--- config.mk ---
export PLATFORM = sky130hd
export DESIGN_NAME = u_rec_ctrl_flat
export DESIGN_NICKNAME = d
export VERILOG_FILES = /design/src/rtl/uart_pkg.sv /design/src/rtl/u_rec_ctrl_if.sv /design/src/rtl/u_rx_fifo.sv /design/src/rtl/u_rec_ctrl.sv /design/src/flat_wrapper.sv
export SDC_FILE = /design/constraint.sdc
export NUM_CORES = 1
export LEC_CHECK = 0
export BUFFER_PORTS_ARGS = -buffer_cell sky130_fd_sc_hd__buf_4
export CORE_MARGIN = 4
export CORE_UTILIZATION = 57
export DETAILED_ROUTE_END_ITERATION = 10
export GPL_TIMING_DRIVEN = 0
export PLACE_DENSITY = 0.79
export SLEW_MARGIN = 5
export SYNTH_ARGS = -nofsm -noshare
export SYNTH_HDL_FRONTEND = slang
export SYNTH_HIERARCHICAL = 1
export SYNTH_SLANG_ARGS = --single-unit
--- constraint.sdc ---
create_clock -name sys_clk -period 2.83 [get_ports sys_clk]
set_input_delay 0.283 -clock sys_clk [delete_from_list [all_inputs] [get_ports sys_clk]]
set_output_delay 0.283 -clock sys_clk [all_outputs]
set_load 0.01 [all_outputs]
--- src/rtl/uart_pkg.sv ---
// Shared constants and types for the UART receive path.
package uart_pkg;
  localparam logic HI = 1'b1;
  localparam logic LO = 1'b0;
  localparam logic X  = 1'bx;

  localparam int WORD_LEN    = 8;
  localparam int DEPTH_DEF   = 4;
  localparam int MIN_LOW_DEF = 32;
  localparam int STAT_W_DEF  = 8;

  typedef enum logic {
    a_IDLE  = 1'b0,
    a_GRANT = 1'b1
  } arb_state_e;

  function automatic logic [1:0] onehot2(input logic idx);
    return idx ? 2'b10 : 2'b01;
  endfunction
endpackage

--- src/rtl/u_rec_ctrl_if.sv ---
// Bus between the UART receiver/consumers and the receive controller.
interface u_rec_ctrl_if
  import uart_pkg::*;
#(
  parameter int DEPTH  = DEPTH_DEF,
  parameter int STAT_W = STAT_W_DEF
);
  localparam int CW = $clog2(DEPTH) + 1;

  logic                rx_en;
  logic [WORD_LEN-1:0] rec_dataH;
  logic                rec_readyH;
  logic [1:0]          rd_req;
  logic                clr_stat;
  logic [1:0]          rd_gnt;
  logic [WORD_LEN-1:0] rd_data;
  logic                rd_valid;
  logic                rd_id;
  logic [CW-1:0]       fifo_count;
  logic                overrun_H;
  logic [STAT_W-1:0]   false_start_cnt;

  modport master (
    output rx_en, rec_dataH, rec_readyH, rd_req, clr_stat,
    input  rd_gnt, rd_data, rd_valid, rd_id, fifo_count, overrun_H, false_start_cnt
  );

  modport slave (
    input  rx_en, rec_dataH, rec_readyH, rd_req, clr_stat,
    output rd_gnt, rd_data, rd_valid, rd_id, fifo_count, overrun_H, false_start_cnt
  );
endinterface

--- src/rtl/u_rx_fifo.sv ---
// Synchronous byte FIFO; a push into a full FIFO only lands when a pop frees a slot.
module u_rx_fifo
  import uart_pkg::*;
#(
  parameter int DEPTH = DEPTH_DEF
) (
  input  logic                    sys_clk,
  input  logic                    sys_rst_l,
  input  logic                    push_i,
  input  logic                    pop_i,
  input  logic [WORD_LEN-1:0]     wdata_i,
  output logic [WORD_LEN-1:0]     rdata_o,
  output logic                    full_o,
  output logic                    empty_o,
  output logic [$clog2(DEPTH):0]  count_o
);
  localparam int AW = $clog2(DEPTH);

  logic [WORD_LEN-1:0] mem_q [DEPTH];
  logic [AW-1:0]       wr_ptr_q, rd_ptr_q;
  logic [AW:0]         count_q;
  logic                do_push, do_pop;

  assign full_o  = (count_q == (AW+1)'(DEPTH));
  assign empty_o = (count_q == '0);
  assign do_pop  = pop_i & ~empty_o;
  assign do_push = push_i & (~full_o | do_pop);
  assign rdata_o = mem_q[rd_ptr_q];
  assign count_o = count_q;

  always_ff @(posedge sys_clk or negedge sys_rst_l) begin
    if (!sys_rst_l) begin
      wr_ptr_q <= '0;
      rd_ptr_q <= '0;
      count_q  <= '0;
    end else begin
      if (do_push) wr_ptr_q <= wr_ptr_q + 1'b1;
      if (do_pop)  rd_ptr_q <= rd_ptr_q + 1'b1;
      case ({do_push, do_pop})
        2'b10:   count_q <= count_q + 1'b1;
        2'b01:   count_q <= count_q - 1'b1;
        default: count_q <= count_q;
      endcase
    end
  end

  always_ff @(posedge sys_clk) begin
    if (do_push) mem_q[wr_ptr_q] <= wdata_i;
  end
endmodule

--- src/rtl/u_rec_ctrl.sv ---
// Receive controller: qualifies rec_readyH frames, buffers bytes, round-robin read arbiter.
//   state   | meaning
//   a_IDLE  | waiting for a non-empty FIFO and a read request
//   a_GRANT | one-hot grant to winner, FIFO pops this cycle
module u_rec_ctrl
  import uart_pkg::*;
#(
  parameter int DEPTH   = DEPTH_DEF,
  parameter int MIN_LOW = MIN_LOW_DEF,
  parameter int STAT_W  = STAT_W_DEF
) (
  input  logic   sys_clk,
  input  logic   sys_rst_l,
  u_rec_ctrl_if.slave rec_if
);
  localparam int LCW = $clog2(MIN_LOW + 1);
  localparam logic [LCW-1:0] MIN_LOW_C = LCW'(MIN_LOW);

  logic            prev_rdy_q;
  logic            armed_q, armed_d;
  logic [LCW-1:0]  low_cnt_q, low_cnt_d;
  logic            qual_rise, short_rise, capture;
  logic            fall, rise, rdy;

  logic               overrun_q;
  logic [STAT_W-1:0]  fs_cnt_q;

  arb_state_e          state_q, state_d;
  logic                winner_q, winner_d;
  logic                rr_q, rr_d;
  logic                pop;
  logic [1:0]          gnt;
  logic                rd_valid_q;
  logic [WORD_LEN-1:0] rd_data_q;
  logic                rd_id_q;

  logic [WORD_LEN-1:0]     fifo_rdata;
  logic                    fifo_full, fifo_empty;
  logic [$clog2(DEPTH):0]  fifo_cnt;

  assign rdy  = rec_if.rec_readyH;
  assign fall = prev_rdy_q & ~rdy;
  assign rise = ~prev_rdy_q & rdy;

  always_comb begin
    armed_d    = armed_q;
    low_cnt_d  = low_cnt_q;
    qual_rise  = LO;
    short_rise = LO;
    if (fall) begin
      armed_d   = HI;
      low_cnt_d = LCW'(1);
    end else if (!rdy && armed_q) begin
      if (low_cnt_q < MIN_LOW_C) low_cnt_d = low_cnt_q + 1'b1;
    end else if (rise && armed_q) begin
      armed_d = LO;
      if (low_cnt_q >= MIN_LOW_C) qual_rise  = HI;
      else                        short_rise = HI;
    end
  end

  assign capture = qual_rise & rec_if.rx_en;

  always_ff @(posedge sys_clk or negedge sys_rst_l) begin
    if (!sys_rst_l) begin
      prev_rdy_q <= LO;
      armed_q    <= LO;
      low_cnt_q  <= '0;
      overrun_q  <= LO;
      fs_cnt_q   <= '0;
    end else begin
      prev_rdy_q <= rdy;
      armed_q    <= armed_d;
      low_cnt_q  <= low_cnt_d;
      if (rec_if.clr_stat)                     overrun_q <= LO;
      else if (capture && fifo_full && !pop)   overrun_q <= HI;
      if (rec_if.clr_stat)                     fs_cnt_q <= '0;
      else if (short_rise && (fs_cnt_q != '1)) fs_cnt_q <= fs_cnt_q + 1'b1;
    end
  end

  u_rx_fifo #(.DEPTH(DEPTH)) u_fifo (
    .sys_clk   (sys_clk),
    .sys_rst_l (sys_rst_l),
    .push_i    (capture),
    .pop_i     (pop),
    .wdata_i   (rec_if.rec_dataH),
    .rdata_o   (fifo_rdata),
    .full_o    (fifo_full),
    .empty_o   (fifo_empty),
    .count_o   (fifo_cnt)
  );

  always_comb begin
    state_d  = state_q;
    winner_d = winner_q;
    rr_d     = rr_q;
    pop      = LO;
    gnt      = 2'b00;
    case (state_q)
      a_IDLE: begin
        if (!fifo_empty && (rec_if.rd_req != 2'b00)) begin
          state_d  = a_GRANT;
          winner_d = rec_if.rd_req[rr_q] ? rr_q : ~rr_q;
        end
      end
      a_GRANT: begin
        gnt     = onehot2(winner_q);
        pop     = HI;
        rr_d    = ~winner_q;
        state_d = a_IDLE;
      end
      default: state_d = a_IDLE;
    endcase
  end

  always_ff @(posedge sys_clk or negedge sys_rst_l) begin
    if (!sys_rst_l) begin
      state_q    <= a_IDLE;
      winner_q   <= LO;
      rr_q       <= LO;
      rd_valid_q <= LO;
      rd_data_q  <= '0;
      rd_id_q    <= LO;
    end else begin
      state_q    <= state_d;
      winner_q   <= winner_d;
      rr_q       <= rr_d;
      rd_valid_q <= pop;
      if (pop) begin
        rd_data_q <= fifo_rdata;
        rd_id_q   <= winner_q;
      end
    end
  end

  assign rec_if.rd_gnt          = gnt;
  assign rec_if.rd_data         = rd_data_q;
  assign rec_if.rd_valid        = rd_valid_q;
  assign rec_if.rd_id           = rd_id_q;
  assign rec_if.fifo_count      = fifo_cnt;
  assign rec_if.overrun_H       = overrun_q;
  assign rec_if.false_start_cnt = fs_cnt_q;
endmodule

--- src/flat_wrapper.sv ---
// flat-port wrapper written by rule: the top's interface ports become plain ports
module u_rec_ctrl_flat import uart_pkg::*;
#(
  parameter int DEPTH   = DEPTH_DEF,
  parameter int MIN_LOW = MIN_LOW_DEF,
  parameter int STAT_W  = STAT_W_DEF
)
  (sys_clk, sys_rst_l, rec_if_rx_en, rec_if_rec_dataH, rec_if_rec_readyH, rec_if_rd_req, rec_if_clr_stat, rec_if_rd_gnt, rec_if_rd_data, rec_if_rd_valid, rec_if_rd_id, rec_if_fifo_count, rec_if_overrun_H, rec_if_false_start_cnt);
  u_rec_ctrl_if #(.DEPTH(DEPTH), .STAT_W(STAT_W)) rec_if_i ();
  input  logic sys_clk;
  input  logic sys_rst_l;
  input wire logic [$bits(rec_if_i.rx_en)-1:0] rec_if_rx_en;
  input wire logic [$bits(rec_if_i.rec_dataH)-1:0] rec_if_rec_dataH;
  input wire logic [$bits(rec_if_i.rec_readyH)-1:0] rec_if_rec_readyH;
  input wire logic [$bits(rec_if_i.rd_req)-1:0] rec_if_rd_req;
  input wire logic [$bits(rec_if_i.clr_stat)-1:0] rec_if_clr_stat;
  output wire logic [$bits(rec_if_i.rd_gnt)-1:0] rec_if_rd_gnt;
  output wire logic [$bits(rec_if_i.rd_data)-1:0] rec_if_rd_data;
  output wire logic [$bits(rec_if_i.rd_valid)-1:0] rec_if_rd_valid;
  output wire logic [$bits(rec_if_i.rd_id)-1:0] rec_if_rd_id;
  output wire logic [$bits(rec_if_i.fifo_count)-1:0] rec_if_fifo_count;
  output wire logic [$bits(rec_if_i.overrun_H)-1:0] rec_if_overrun_H;
  output wire logic [$bits(rec_if_i.false_start_cnt)-1:0] rec_if_false_start_cnt;
  assign rec_if_i.rx_en = rec_if_rx_en;
  assign rec_if_i.rec_dataH = rec_if_rec_dataH;
  assign rec_if_i.rec_readyH = rec_if_rec_readyH;
  assign rec_if_i.rd_req = rec_if_rd_req;
  assign rec_if_i.clr_stat = rec_if_clr_stat;
  assign rec_if_rd_gnt = rec_if_i.rd_gnt;
  assign rec_if_rd_data = rec_if_i.rd_data;
  assign rec_if_rd_valid = rec_if_i.rd_valid;
  assign rec_if_rd_id = rec_if_i.rd_id;
  assign rec_if_fifo_count = rec_if_i.fifo_count;
  assign rec_if_overrun_H = rec_if_i.overrun_H;
  assign rec_if_false_start_cnt = rec_if_i.false_start_cnt;
  u_rec_ctrl #(.DEPTH(DEPTH), .MIN_LOW(MIN_LOW), .STAT_W(STAT_W)) u_core (.sys_clk(sys_clk), .sys_rst_l(sys_rst_l), .rec_if(rec_if_i));
endmodule
Word-level counts from Yosys, hierarchy flattened. Memories as Yosys holds them, arrays and structs flattened. A register that Yosys moved wholly into a read port is not among the register bits. Index checks and enable logic that the tools add are counted.

Register bits after elaboration: 29. Memory bits (writable): 32. Bits of input ports: 15. Word-level logic and storage cells: 91. Memories: 1.

$add $sub $neg: 6. Magnitude comparators: 3. Equality and inequality tests: 5. Mux-type cells: 29. Bitwise gates (word level): 13. Reductions and logical operators: 21.

Memory list: u_core.u_fifo.mem_q (depth 4, width 8, read ports 1, clocked after Yosys merged registers in 1, wr ports 1, RTL line u_rx_fifo.sv:19) `logic [WORD_LEN-1:0] mem_q [DEPTH];`.

Operators with widths (number): 1-bit 2-to-1 mux (20); 6-bit 2-to-1 mux (3); 8-bit 2-to-1 mux (2); 2-bit nonzero test (7); 8-bit by 1-bit adder with 8-bit output, second input constant (1); 8-bit != test, second input constant (1); 1-bit inverter (7); 6-bit by 1-bit adder with 6-bit output, second input constant (1); 6-bit greater-or-equal comparator, second input constant (1); 1-bit logical AND (6); 6-bit < comparator, second input constant (1); 3-bit one-hot mux with 2 select lines (1); 2-bit AND reduction (3); 1-bit AND (5); 2-bit by 1-bit adder with 2-bit output, second input constant (2); 1-bit logical NOT (4); 2-bit 2-to-1 mux (2); 3-bit by 1-bit adder with 3-bit output, second input constant (1); 3-bit == test, second input constant (1); 3-bit logical NOT (1); 3-bit by 1-bit subtractor with 3-bit output, second input constant (1); 2-bit by 1-bit == test with 1-bit output, second input constant (1); 2-bit == test, second input constant (1); 1-bit by 2-bit < comparator with 1-bit output, second input constant (1); other kinds (3) (3).

Longest topological paths before layout. Gate-level depths: netlist of run 1.

Word-level depth: 11. Depth in mapped cells: 10. Gate-level depth less buffers: 10.

By module. The synthesis of run 1 kept the hierarchy.

Modules (own cells, without submodules): u_rx_fifo (instances 1, cells each 80, area each 1587.8 um^2, seq. area each 1136.1 um^2); u_rec_ctrl (instances 1, cells each 123, area each 1352.5 um^2, seq. area each 750.7 um^2).

Least setup slack after synthesis of run 1. Ideal clock, no wire load.

Path type: reg-to-reg. From: register u_core.u_fifo.count_q[0] (netlist: u_core/u_fifo/count_o[0]). To: register u_core.u_fifo.count_q[2] (netlist: u_core/u_fifo/count_o[2]). Arrival: 2.093 ns. Required time: 2.751 ns. Setup slack: 0.658 ns. Cell stages (with the launch flop): 10. Buffers on the path: 0. Path through: dfrtp_1 -> or3b_1 -> o21a_4 -> inv_1 -> ha_1 -> inv_1 -> fa_1 -> xor2_1 -> nor2_1 -> xor2_1.

Cells in the longest elaborated chain, start to end: 7. Elaborated cells on any way between the ends: 13. Classes of those cells: add/sub (2); eq/ne (3); mux (1); bitwise (5); reduce/logical (2).

Ends and longest elaborated chain: from (decl) (RTL line u_rx_fifo.sv:21) `logic [AW:0] count_q;`; from (signal assigned) (RTL line u_rx_fifo.sv:40) `2'b10: count_q <= count_q + 1'b1;`; from (signal assigned) (RTL line u_rx_fifo.sv:41) `2'b01: count_q <= count_q - 1'b1;`; from (signal assigned) (RTL line u_rx_fifo.sv:42) `default: count_q <= count_q;`; 3-bit logical NOT (RTL line u_rx_fifo.sv:25) `assign empty_o = (count_q == '0);`; 1-bit inverter (RTL line u_rx_fifo.sv:26) `assign do_pop = pop_i & ~empty_o;`; 1-bit AND (RTL line u_rx_fifo.sv:26); 1-bit bitwise OR (RTL line u_rx_fifo.sv:27) `assign do_push = push_i & (~full_o | do_pop);`; 1-bit AND (RTL line u_rx_fifo.sv:27); 2-bit by 1-bit == test with 1-bit output or 2-bit == test (tied branches) (RTL line u_rx_fifo.sv:39) `case ({do_push, do_pop})`; 3-bit one-hot mux with 2 select lines or 2-bit nonzero test (tied branches).

Parallel ways exist; a longest one is shown, timed or not. A chain may end at the register's enable or synchronous reset.

Worst setup path after layout of run 1. Ends and elaborated chain as after synthesis.

==> results of run 1 <==
## state kept, by name, indices dropped and copies added, names as in the netlist
register,cells
u_core/armed_q,1
u_core/low_cnt_q,6
u_core/u_fifo/rd_ptr_q,2
u_core/rec_if.rd_id,1
u_core/rec_if.rd_data,8
u_core/u_fifo/mem_q,32
u_core/rec_if.rd_valid,1
u_core/u_fifo/wr_ptr_q,2
u_core/rec_if.false_start_cnt,8
u_core/state_q,1
u_core/rr_q,1
u_core/u_fifo/count_o,3
u_core/rec_if.overrun_H,1
u_core/winner_q,1
u_core/prev_rdy_q,1
## per-layer routing
metal	vias up	wire length, um
met3	8	258
met5	-	0
li1	830	-
met4	0	63
met2	48	2630
met1	881	2190
## stage by stage
stage / instance area [sq um] / hold WS [ps]
after floorplan: 2940 / -12.6
after global placement: 3300 / 277
after detailed placement: 3300 / 274
after CTS: 3550 / 80.3
after global routing: 3550 / 87.7
final: 3550 / 97.9
## final cells by class
cell class                 count  area (sq um)
timing repair buffer          38           288
clock inverter                 7           114
buffer                         6          27.5
clock buffer                   9           124
tap                           67          83.8
sequential                    69          1890
inverter                      14          52.6
multi-input combinational    114           973
fill                         341          1300
## power by group
part	leakage (nW)	total, mW	switching, mW	internal [mW]
combinational	0.616	0.898	0.420	0.478
sequential	0.751	1.34	0.121	1.22
clock	0.123	0.927	0.345	0.582
total	1.49	3.16	0.886	2.28
## path summary, 6_finish.rpt
check | from | end | slack, ps | cells past startpoint
setup / recovery | u_core/u_fifo/count_o[0] | u_core/u_fifo/count_o[2] | 530 | 9
hold / removal | rec_if_rec_readyH | u_core/prev_rdy_q | 100 | 1
setup reg to reg | u_core/u_fifo/count_o[0] | u_core/u_fifo/count_o[2] | 530 | 9
hold reg to reg | u_core/rec_if.rd_id | u_core/rec_if.rd_id | 490 | 1
max in group asynchronous | sys_rst_l | u_core/u_fifo/count_o[1] | 2040 | 2
min in group asynchronous | sys_rst_l | u_core/rec_if.rd_data[2] | 450 | 2
## cells in the final DEF (no fill, tap or decap), types with 3 or more instances in the layout
cell type,n
sky130_fd_sc_hd__edfxtp_1,32
sky130_fd_sc_hd__buf_4,38
sky130_fd_sc_hd__and2_2,4
sky130_fd_sc_hd__bufinv_16,3
sky130_fd_sc_hd__dfrtp_1,37
sky130_fd_sc_hd__nand2_1,9
sky130_fd_sc_hd__nor2_1,12
sky130_fd_sc_hd__nand4_1,4
sky130_fd_sc_hd__a21oi_1,3
sky130_fd_sc_hd__mux2_2,8
sky130_fd_sc_hd__nor2b_1,3
sky130_fd_sc_hd__inv_1,14
sky130_fd_sc_hd__clkinv_2,3
sky130_fd_sc_hd__xnor2_1,3
sky130_fd_sc_hd__o21ai_0,3
sky130_fd_sc_hd__and2_1,3
sky130_fd_sc_hd__a31oi_1,3
sky130_fd_sc_hd__ha_1,8
sky130_fd_sc_hd__nor3_1,4
sky130_fd_sc_hd__xor2_1,8
sky130_fd_sc_hd__clkbuf_8,9
sky130_fd_sc_hd__mux2i_1,3
sky130_fd_sc_hd__mux4_2,8
## logic make-up (layout without fill, tap and decap cells)
family / Yosys count / in the layout / share of synthesized area [%]
AO/OA/AOI/OAI: 24 / 24 / 5.83
flip-flops: 69 / 69 / 64.2
multiplexers: 20 / 20 / 10.7
AND/OR/NAND/NOR: 49 / 49 / 8.85
XOR/XNOR: 11 / 11 / 3.28
buffers and inverters: 20 / 74 / 2.72
adder cells (fa/ha/maj): 10 / 10 / 4.43
## cell usage after synthesis (2+ instances only)
| cell type | number |
|---|---|
| sky130_fd_sc_hd__o21ai_0 | 3 |
| sky130_fd_sc_hd__a21oi_1 | 3 |
| sky130_fd_sc_hd__and2_1 | 3 |
| sky130_fd_sc_hd__dfrtp_1 | 37 |
| sky130_fd_sc_hd__o211ai_1 | 2 |
| sky130_fd_sc_hd__o21a_1 | 2 |
| sky130_fd_sc_hd__mux2i_1 | 3 |
| sky130_fd_sc_hd__and2_2 | 4 |
| sky130_fd_sc_hd__a31oi_1 | 3 |
| sky130_fd_sc_hd__mux2_2 | 8 |
| sky130_fd_sc_hd__a21o_1 | 2 |
| sky130_fd_sc_hd__xor2_1 | 8 |
| sky130_fd_sc_hd__nand4_1 | 4 |
| sky130_fd_sc_hd__nor2b_1 | 3 |
| sky130_fd_sc_hd__mux4_2 | 8 |
| sky130_fd_sc_hd__buf_1 | 2 |
| sky130_fd_sc_hd__ha_1 | 8 |
| sky130_fd_sc_hd__nor4_1 | 2 |
| sky130_fd_sc_hd__and3_1 | 2 |
| sky130_fd_sc_hd__xnor2_1 | 3 |
| sky130_fd_sc_hd__nand2_1 | 9 |
| sky130_fd_sc_hd__clkbuf_1 | 2 |
| sky130_fd_sc_hd__inv_1 | 14 |
| sky130_fd_sc_hd__nand3_1 | 2 |
| sky130_fd_sc_hd__a211oi_1 | 2 |
| sky130_fd_sc_hd__edfxtp_1 | 32 |
| sky130_fd_sc_hd__nor3_1 | 4 |
| sky130_fd_sc_hd__nor2_1 | 12 |
## timing repair
item / CTS / global route
endpoints found under the hold margin: 37 / 0
setup endpoints to repair: 0 / 0
hold buffers: 1 / 0
==> parameters.txt, run 1 <==
Parameter                              Value

Outcome
  Result of the run    complete, no violations

Clock tree
  Number of buffers created by CTS    9
  Clock sink total    69
  Later-pin clock latency in the skew report    roughly 330 ps
  Clock Tree Root    sky130_fd_sc_hd__clkbuf_8
  Count of instances resized after the clock tree is built    0
  Clk pin slew, worst setup/hold paths    70 ps
  Clock tree from TritonCTS    built
  Depth of the CTS H-tree    3
  Max clock buf depth    2
  Post-CTS setup buffer count    0

Place
  Post-placement worst setup slack    532 ps
  GP Congestion    about 0.8
  Count of buffers from port buffering    37
  Hpwl dp    3530 um
  Cells after DPL    307

STA
  Final hold violation count    0
  Final period util    81.2%
  Transition time of the tightest slew-check pin    622 ps
  Worst Setup Slack, final    532 ps
  Worst setup skew after layout    around 8.4 ps
  Number of slew-limit violations in the final report    0
  Maximum achievable frequency    435 MHz
  Total of endpoints with negative setup slack in the final report    0
  Relative slew slack    58.5%
  Setup repair after global routing missed its margin    no
  Min Tclk post-route    around 2300 ps
  Final TNS setup    0 ps

Global route
  First-pass GRT wire length    between 8000 and 9000 um
  Total overflow reported by the global router    0
  Pin count of the biggest net entering global routing    38
  Most crowded layer after global routing    met2
  Number of antenna violations at the first check in global routing    0
  GR Layer Usage met3    4.74%
  M2 GR Usage    30.3%
  Vias in the first global route    1823
  Fraction of met1 tracks used by global routing    22.6%
  Global router's overall resource usage    18.2%

Cells and area
  Fin util    73.2%
  Fin nets    276
  Number of inserted diodes    0
  Ratio of cells with drive above 1 in the final layout    30.7%
  Cell Count, Final, Fillers Out    324
  Layout overhead on the synthesized area    20.7%

Logic synthesis
  Number of synthesized flops with an enable pin    32
  Flops & latches, synth    69
  Most instantiated flip-flop cell in the synthesis netlist    sky130_fd_sc_hd__dfrtp_1
  Most area-hungry cell type in the Yosys netlist    sky130_fd_sc_hd__edfxtp_1
  Proportion of netlist area held by the largest area contributor    32.7%
  Ys Warns    6
  Number of different library cells in the post-synthesis netlist    between 40 and 50
  Post-Synthesis Net Count    227
  Share of async-settable or async-resettable flops after synthesis    53.6%
  Cells taking the most area after synthesis    sky130_fd_sc_hd__edfxtp_1, sky130_fd_sc_hd__dfrtp_1, sky130_fd_sc_hd__mux4_2
  Number of standard cells after synthesis    203
  Mean cell area of the mapped netlist    around 14 sq um
  Portion of the post-synthesis area used by sequential elements    64.2%
  Area of the mapped netlist    0.00294 sq mm

Setup path
  Max stage delay cell, worst path    sky130_fd_sc_hd__or3b_1
  Category of the critical setup timing path    reg -> reg
  Count of buffer and inverter cells on the critical path    2
  Required time at the worst-slack endpoint    between 3000 and 4000 ps
  Cells traversed along the worst timing path    or3b_1 -> o21a_4 -> inv_1 -> ha_1 -> inv_1 -> fa_1 -> xor2_1 -> nor2_1 -> xor2_1
  CP Data Arrival Time    around 2600 ps
  Biggest fanout along the worst timing path    7
  Category of the worst setup path capture point    flop
  Startpoint type of the worst setup path    flop
  Crit path largest cell delay    450 ps
  Largest delay share family, worst path    simple AND/OR/NAND/NOR gates

Routing
  Average wire length per cell after detail routing    15.9 um
  DRC viols    0
  Final WL    roughly 5000 um
  Avg Vias per Cell    5.45
  Pre-Repair DR Iteration Count    4
  Initial DRC count    73
  Final ANT Viol Nets    0
  Number of vias in the routed layout    1767

Power
  Leakage power summed over all cells    about 1.5 nW
  Power per cell area    891 mW/mm^2
  Total power consumption of the routed design    3.16 mW
  Peak VDD IR    0.665 mV

Floorplan
  Vertical die dimension    79.8 um
  Site Rows    25
  Die X-Extent    79.8 um
  Starting Density    60.6%
  Area of the placeable core    slightly below 0.005 sq mm
  Number of primary I/O pins    39
  Die area    0.00637 sq mm

Flow run
  Max-cap violation count    0

Hold path
  Min-delay worst type    in -> reg
Note: power is estimated with default switching activity, not from simulation.
==> run 2, diff against run 1 <==
CORE_UTILIZATION = 51   (was 57)
PLACE_DENSITY = 0.75   (was 0.79)
clock period = 2 ns   (was 2.83 ns; I/O delays follow)
==> run 2 against run 1 <==
The flow now finishes with violations (negative setup slack). Clock power up 1%. Cell count up 3.1%. First-iteration DRC count up 6.8%. Global-route usage down 1.9 points. Critical path depth unchanged. Non-clock buffer count up 5. Clock-buffer cell count up 3. Die area up 11%. Sequential share of layout area up 0.17 points. Utilization down 9.3 points. Clock skew down 0.96 ps. Highest routed layer unchanged.
==> parameters.txt, run 2 (same netlist as run 1, synthesis figures left out) <==
Parameter                              Value

Place
  Cells after DPL    312 (was 307)
  Count of buffers from port buffering    37 (unchanged)
  GP Congestion    0.783 (was 0.814)
  Post-placement worst setup slack    -206 ps (was 532 ps)
  Hpwl dp    3470 um (was 3530 um)

STA
  Maximum achievable frequency    485 MHz (was 435 MHz)
  Worst Hold Margin    60.4 ps (was 97.9 ps)
  Final hold violation count    0 (unchanged)
  Transition time of the tightest slew-check pin    586 ps (was 622 ps)
  Worst setup skew after layout    7.42 ps (was 8.38 ps)
  Relative slew slack    60.9% (was 58.5%)
  Number of slew-limit violations in the final report    0 (unchanged)
  Setup repair after global routing missed its margin    yes (was no)
  Final period util    103% (was 81.2%)
  Min Tclk post-route    2060 ps (was 2300 ps)
  Total of endpoints with negative setup slack in the final report    1 (was 0)
  Worst Setup Slack, final    -60.0 ps (was 532 ps)

Floorplan
  Number of primary I/O pins    39 (unchanged)
  Site Rows    27 (was 25)
  Area of the placeable core    0.00554 sq mm (was 0.00485 sq mm)
  Die area    0.00704 sq mm (was 0.00637 sq mm)
  Starting Density    53.1% (was 60.6%)
  Die X-Extent    83.9 um (was 79.8 um)
  Vertical die dimension    83.9 um (was 79.8 um)

Clock tree
  Clock sink total    69 (unchanged)
  Clock tree from TritonCTS    built (unchanged)
  Later-pin clock latency in the skew report    340 ps (was 330 ps)
  Max clock buf depth    2 (unchanged)
  Number of buffers created by CTS    9 (unchanged)
  Clock Tree Root    sky130_fd_sc_hd__clkbuf_8 (unchanged)
  Clk pin slew, worst setup/hold paths    70 ps (about the same)
  Depth of the CTS H-tree    3 (unchanged)

Setup path
  Category of the worst setup path capture point    flop (unchanged)
  Startpoint type of the worst setup path    flop (unchanged)
  Crit path largest cell delay    400 ps (was 450 ps)
  RR Endpoint    u_core/u_fifo/count_o[2] (unchanged)
  Required time at the worst-slack endpoint    2220 ps (was 3090 ps)
  Biggest fanout along the worst timing path    2 (was 7)
  Worst setup path endpoint    u_core/u_fifo/count_o[2] (unchanged)
  Category of the critical setup timing path    reg -> reg (unchanged)
  Worst R2R Path Depth    9 (unchanged)
  Cells traversed along the worst timing path    or3b_4 -> o21a_4 -> inv_2 -> ha_4 -> inv_2 -> fa_2 -> xor2_1 -> nor2_1 -> xor2_1 (was or3b_1 -> o21a_4 -> inv_1 -> ha_1 -> inv_1 -> fa_1 -> xor2_1 -> nor2_1 -> xor2_1)
  Worst reg2reg startpoint    u_core/u_fifo/count_o[1] (was u_core/u_fifo/count_o[0])
  Flop2flop setup slack    -60 ps (was 530 ps)
  Max stage delay cell, worst path    sky130_fd_sc_hd__or3b_4 (was sky130_fd_sc_hd__or3b_1)
  CP Data Arrival Time    2280 ps (was 2560 ps)
  Worst setup path start    u_core/u_fifo/count_o[1] (was u_core/u_fifo/count_o[0])

Outcome
  Result of the run    complete, but fails checks (was complete, no violations)
  Violations in the final reports    negative setup slack

Hold path
  Min-delay worst type    in -> reg (unchanged)

Routing
  Initial DRC count    78 (was 73)
  Average wire length per cell after detail routing    15.2 um (was 15.9 um)
  Number of vias in the routed layout    1749 (was 1767)
  Pre-Repair DR Iteration Count    4 (unchanged)
  Final ANT Viol Nets    0 (unchanged)
  DRC viols    0 (unchanged)
  Final WL    5070 um (was 5140 um)
  Avg Vias per Cell    5.24 (was 5.45)

Cells and area
  Most common cell after layout, fill and taps aside    sky130_fd_sc_hd__buf_4 (unchanged)
  Fin util    63.9% (was 73.2%)
  Number of inserted diodes    0 (unchanged)
  Layout overhead on the synthesized area    20.4% (was 20.7%)
  Register name with the most flops    u_core/u_fifo/mem_q (unchanged)
  Max FFs per register    32 (unchanged)
  Cell Count, Final, Fillers Out    334 (was 324)
  Commonest non-fill, non-tap cells in the layout    sky130_fd_sc_hd__buf_4, sky130_fd_sc_hd__dfrtp_1, sky130_fd_sc_hd__edfxtp_1, sky130_fd_sc_hd__inv_1, sky130_fd_sc_hd__nor2_1 (unchanged)
  Fin nets    281 (was 276)
  Ratio of cells with drive above 1 in the final layout    32.4% (was 30.7%)

Power
  Total power consumption of the routed design    4.19 mW (was 3.16 mW)
  Peak VDD IR    0.678 mV (was 0.665 mV)
  Leakage power summed over all cells    1.47 nW (was 1.49 nW)
  Power per cell area    1180 mW/mm^2 (was 891 mW/mm^2)

Global route
  Pin count of the biggest net entering global routing    38 (unchanged)
  Number of antenna violations at the first check in global routing    0 (unchanged)
  Total overflow reported by the global router    0 (unchanged)
  Vias in the first global route    1886 (was 1823)
  Global router's overall resource usage    16.3% (was 18.2%)
  First-pass GRT wire length    8960 um (was 8590 um)

Flow run
  Max-cap violation count    0 (unchanged)
==> run 2: cell count changes in the layout (fill, tap and decap cells not counted), moves of 2 or more <==
cell | before | now
sky130_fd_sc_hd__buf_4 | 38 | 42
sky130_fd_sc_hd__inv_1 | 14 | 12
sky130_fd_sc_hd__clkinv_1 | 0 | 3
sky130_fd_sc_hd__inv_2 | 0 | 2
sky130_fd_sc_hd__clkbuf_1 | 2 | 4
sky130_fd_sc_hd__clkinv_2 | 3 | 1
sky130_fd_sc_hd__bufinv_16 | 3 | 0
==> run 2: timing repair <==
action,in CTS,in global routing
hold buffers,2,0
setup buffers,4,0
setup endpoints to repair,2,2
endpoints found under the hold margin,38,0
resized for setup,1,1
pin swaps,4,0
==> run 2: layout make-up <==
type	instances	area, sq um
buffer	6	27.5
clock buffer	12	145
timing repair buffer	43	328
sequential	69	1890
tap	72	90.1
fill	434	2000
inverter	14	52.6
clock inverter	4	16.3
multi-input combinational	114	993
==> run 2: report_power, final <==
part / switching [mW] / internal, mW
registers: 0.135 / 1.72
logic: 0.637 / 0.752
clock network: 0.470 / 0.470
total: 1.24 / 2.95
==> run 2: critical path, delay by kind of cell, from the launching register on <==
family                   cells  cell delay (ps)
XOR/XNOR                     2              330
AND/OR/NAND/NOR              2              470
AO/OA/AOI/OAI                1              210
flip-flops                   1              380
buffers and inverters        2              100
adder cells (fa/ha/maj)      2              460
==> run 2: how the worst min path moves through the flow <==
stage                     cells after the start                                to  slack [ps]                start
after detailed placement                      1  u_core/rec_if.false_start_cnt[3]         190            sys_rst_l
after floorplan                               0                    u_core/armed_q        -100            sys_rst_l
after global routing                          1         u_core/u_fifo/mem_q[1][2]          50  rec_if_rec_dataH[2]
after global placement                        1  u_core/rec_if.false_start_cnt[2]         190            sys_rst_l
after CTS                                     1         u_core/u_fifo/mem_q[0][2]          40  rec_if_rec_dataH[2]
final                                         1         u_core/u_fifo/mem_q[3][2]          60  rec_if_rec_dataH[2]
==> run 2: metal layers <==
metal / wire length (um) / vias up / global-route usage [%] / part of all wire, %
met4: 156 / 0 / 10.1 / 3.1
met2: 2510 / 36 / 26.5 / 49
li1: - / 844 / - / -
met3: 168 / 12 / 3.55 / 3.3
met5: 0 / - / 0 / 0
met1: 2230 / 857 / 19.8 / 44
==> run 2: per-stage QoR <==
stage / TNS (ps) / cell area [sq um]
2_1_floorplan: -111 / 2960
3_3_place_gp: -166 / 3320
3_5_place_dp: -244 / 3320
4_1_cts: -42.4 / 3540
5_1_grt: -129 / 3540
6_report: -60.0 / 3540
==> run 3, diff against run 2 <==
CORE_ASPECT_RATIO = 0.7   (was default)
==> run 3 against run 2 <==
The flow still finishes with violations (negative setup slack). Sequential share of layout area shrank 0.93 points. Via count shrank 0.29%. Largest cell class unchanged. Clock skew rose by 1.1 ps.
==> parameters.txt, run 3 (same netlist as run 1, synthesis figures left out) <==
Parameter                              Value

Place
  Placed standard-cell area    0.00332 sq mm (unchanged)
  Post-placement worst setup slack    -226 ps (was -206 ps)
  Hpwl dp    3610 um (was 3470 um)
  GP Congestion    0.843 (was 0.783)
  Cells after DPL    312 (unchanged)
  Count of buffers from port buffering    37 (unchanged)

Routing
  Highest metal used    met4 (unchanged)
  Average wire length per cell after detail routing    16.1 um (was 15.2 um)
  DRC viols    0 (unchanged)
  Length of routed wiring on met1    2540 um (was 2230 um)
  Initial DRC count    77 (was 78)
  Final ANT Viol Nets    0 (unchanged)
  Total met3 wirelength after detailed routing    296 um (was 168 um)
  Avg Vias per Cell    5.19 (was 5.24)
  Met2 wire length    2510 um (about the same)
  Final WL    5410 um (was 5070 um)
  Pre-Repair DR Iteration Count    4 (unchanged)
  Number of vias in the routed layout    1744 (was 1749)

Power
  Total power consumption of the routed design    4.48 mW (was 4.19 mW)
  Leakage power summed over all cells    1.50 nW (was 1.47 nW)
  Power per cell area    1240 mW/mm^2 (was 1180 mW/mm^2)
  Peak VDD IR    0.869 mV (was 0.678 mV)

STA
  Relative slew slack    60.1% (was 60.9%)
  Number of slew-limit violations in the final report    0 (unchanged)
  Worst setup skew after layout    8.49 ps (was 7.42 ps)
  Final period util    106% (was 103%)
  Min Tclk post-route    2110 ps (was 2060 ps)
  Final hold violation count    0 (unchanged)
  Total of endpoints with negative setup slack in the final report    1 (unchanged)
  Maximum achievable frequency    474 MHz (was 485 MHz)
  Setup repair after global routing missed its margin    yes (unchanged)
  Transition time of the tightest slew-check pin    599 ps (was 586 ps)
  Worst Setup Slack, final    -111 ps (was -60.0 ps)

Setup path
  Worst setup path start    u_core/u_fifo/count_o[0] (was u_core/u_fifo/count_o[1])
  Startpoint type of the worst setup path    flop (unchanged)
  Biggest fanout along the worst timing path    2 (unchanged)
  Category of the critical setup timing path    reg -> reg (unchanged)
  Flop2flop setup slack    -110 ps (was -60 ps)
  RR Endpoint    u_core/u_fifo/count_o[2] (unchanged)
  Required time at the worst-slack endpoint    2250 ps (was 2220 ps)
  Worst reg2reg startpoint    u_core/u_fifo/count_o[0] (was u_core/u_fifo/count_o[1])
  CP Data Arrival Time    2360 ps (was 2280 ps)
  Worst R2R Path Depth    9 (unchanged)
  Category of the worst setup path capture point    flop (unchanged)
  Worst setup path endpoint    u_core/u_fifo/count_o[2] (unchanged)

Cells and area
  Register name with the most flops    u_core/u_fifo/mem_q (unchanged)
  Ratio of cells with drive above 1 in the final layout    34.1% (was 32.4%)
  Commonest non-fill, non-tap cells in the layout    sky130_fd_sc_hd__buf_4, sky130_fd_sc_hd__dfrtp_1, sky130_fd_sc_hd__edfxtp_1, sky130_fd_sc_hd__inv_1, sky130_fd_sc_hd__nor2_1 (unchanged)
  Cell Count, Final, Fillers Out    336 (was 334)
  Number of inserted diodes    0 (unchanged)
  Count of fill cells added during filler insertion    394 (was 434)
  Layout overhead on the synthesized area    22.6% (was 20.4%)
  Fin nets    283 (was 281)
  Max FFs per register    32 (unchanged)
  Area of all sequential standard cells    0.00189 sq mm (about the same)
  Multi-input logic area    991 sq um (was 993 sq um)
  Most common cell after layout, fill and taps aside    sky130_fd_sc_hd__buf_4 (unchanged)
  Post-route standard cell area excluding fillers    0.00361 sq mm (was 0.00354 sq mm)

Outcome
  Violations in the final reports    negative setup slack (unchanged)
  Result of the run    complete, but fails checks (unchanged)

Global route
  Pin count of the biggest net entering global routing    38 (unchanged)
  Vias in the first global route    1791 (was 1886)
  First-pass GRT wire length    9030 um (was 8960 um)
  Total overflow reported by the global router    0 (unchanged)
  Number of antenna violations at the first check in global routing    0 (unchanged)
  Global router's overall resource usage    17.0% (was 16.3%)

Floorplan
  Starting Density    54.5% (was 53.1%)
  Vertical die dimension    71.5 um (was 83.9 um)
  Die X-Extent    98.8 um (was 83.9 um)
  Number of primary I/O pins    39 (unchanged)
  Site Rows    22 (was 27)
  Die area    0.00706 sq mm (was 0.00704 sq mm)
  Area of the placeable core    0.00540 sq mm (was 0.00554 sq mm)

Clock tree
  Clock tree from TritonCTS    built (unchanged)
  Clock Tree Root    sky130_fd_sc_hd__clkbuf_8 (unchanged)
  Later-pin clock latency in the skew report    340 ps (about the same)
  Max clock buf depth    2 (unchanged)
  Number of buffers created by CTS    9 (unchanged)
  Clock sink total    69 (unchanged)
  Depth of the CTS H-tree    3 (unchanged)
  Clk pin slew, worst setup/hold paths    70 ps (about the same)

Hold path
  Instance count along the most critical hold path    1 (unchanged)
  Min-delay worst type    in -> reg (unchanged)

Flow run
  Max-cap violation count    0 (unchanged)
[run 3: cell count changes in the layout (fill, tap and decap cells not counted)]
| cell | previous run | this run |
|---|---|---|
| sky130_fd_sc_hd__buf_4 | 42 | 44 |
| sky130_fd_sc_hd__clkbuf_16 | 0 | 1 |
| sky130_fd_sc_hd__clkinv_1 | 3 | 0 |
| sky130_fd_sc_hd__bufinv_16 | 0 | 1 |
| sky130_fd_sc_hd__dfrtp_1 | 36 | 35 |
| sky130_fd_sc_hd__nor2b_2 | 1 | 0 |
| sky130_fd_sc_hd__clkinvlp_4 | 0 | 1 |
| sky130_fd_sc_hd__nor2b_1 | 2 | 3 |
| sky130_fd_sc_hd__dfrtp_2 | 1 | 2 |
[run 3: power by group]
part	internal (mW)	total, mW	switching, mW
registers	1.73	1.87	0.142
clock network	0.685	1.17	0.490
logic	0.775	1.43	0.658
[run 3: timing repair]
| action | 4_1_cts | 5_1_grt |
|---|---|---|
| pin swaps | 5 | 3 |
| setup buffers | 5 | 1 |
| setup endpoints to repair | 2 | 1 |
| resized for setup | 2 | 0 |
| hold buffers | 2 | 0 |
| endpoints found under the hold margin | 38 | 0 |
[run 3: cell type report]
| type | instances | share of cell area, % |
|---|---|---|
| buffer | 6 | 0.763 |
| clock buffer | 13 | 4.72 |
| clock inverter | 3 | 1.18 |
| inverter | 14 | 1.46 |
| multi-input combinational | 114 | 27.5 |
| sequential | 69 | 52.4 |
| tap | 72 | 2.50 |
| timing repair buffer | 45 | 9.51 |
[run 3: worst min-delay path by stage]
stage / startpoint / end / slack (ps)
4_1_cts: rec_if_rd_req[0] / u_core/winner_q / 30
2_1_floorplan: sys_rst_l / u_core/armed_q / -100
6_report: rec_if_rec_dataH[5] / u_core/u_fifo/mem_q[2][5] / 60
3_5_place_dp: sys_rst_l / u_core/rec_if.false_start_cnt[6] / 190
5_1_grt: rec_if_rec_dataH[6] / u_core/u_fifo/mem_q[3][6] / 40
3_3_place_gp: sys_rst_l / u_core/rec_if.false_start_cnt[2] / 200
[run 3: per-stage QoR]
| step | utilization [%] | hold WS, ps | TNS, ps |
|---|---|---|---|
| floorplan | - | -95.6 | -111 |
| global placement | 61.6 | 198 | -160 |
| detailed placement | 61.6 | 192 | -266 |
| CTS | 66.7 | 34.8 | -86.7 |
| global route | 66.8 | 36.4 | -139 |
| finish | 66.8 | 58.7 | -111 |
[run 3: per-layer routing]
layer / global-route usage, % / vias to the layer above
met2: 25.7 / 37
met5: 0 / -
met4: 6.36 / 0
met3: 6.91 / 4
li1: - / 846
met1: 22.3 / 857
[run 3: critical path: stages, from the launching register on]
cell and delay [ps]:
sky130_fd_sc_hd__dfrtp_2 420, sky130_fd_sc_hd__or3b_4 380, sky130_fd_sc_hd__o21a_4 210, sky130_fd_sc_hd__inv_2 60, sky130_fd_sc_hd__ha_4 130, sky130_fd_sc_hd__inv_2 40, sky130_fd_sc_hd__fa_2 320, sky130_fd_sc_hd__xor2_1 150
sky130_fd_sc_hd__nor2_1 150, sky130_fd_sc_hd__xor2_1 170
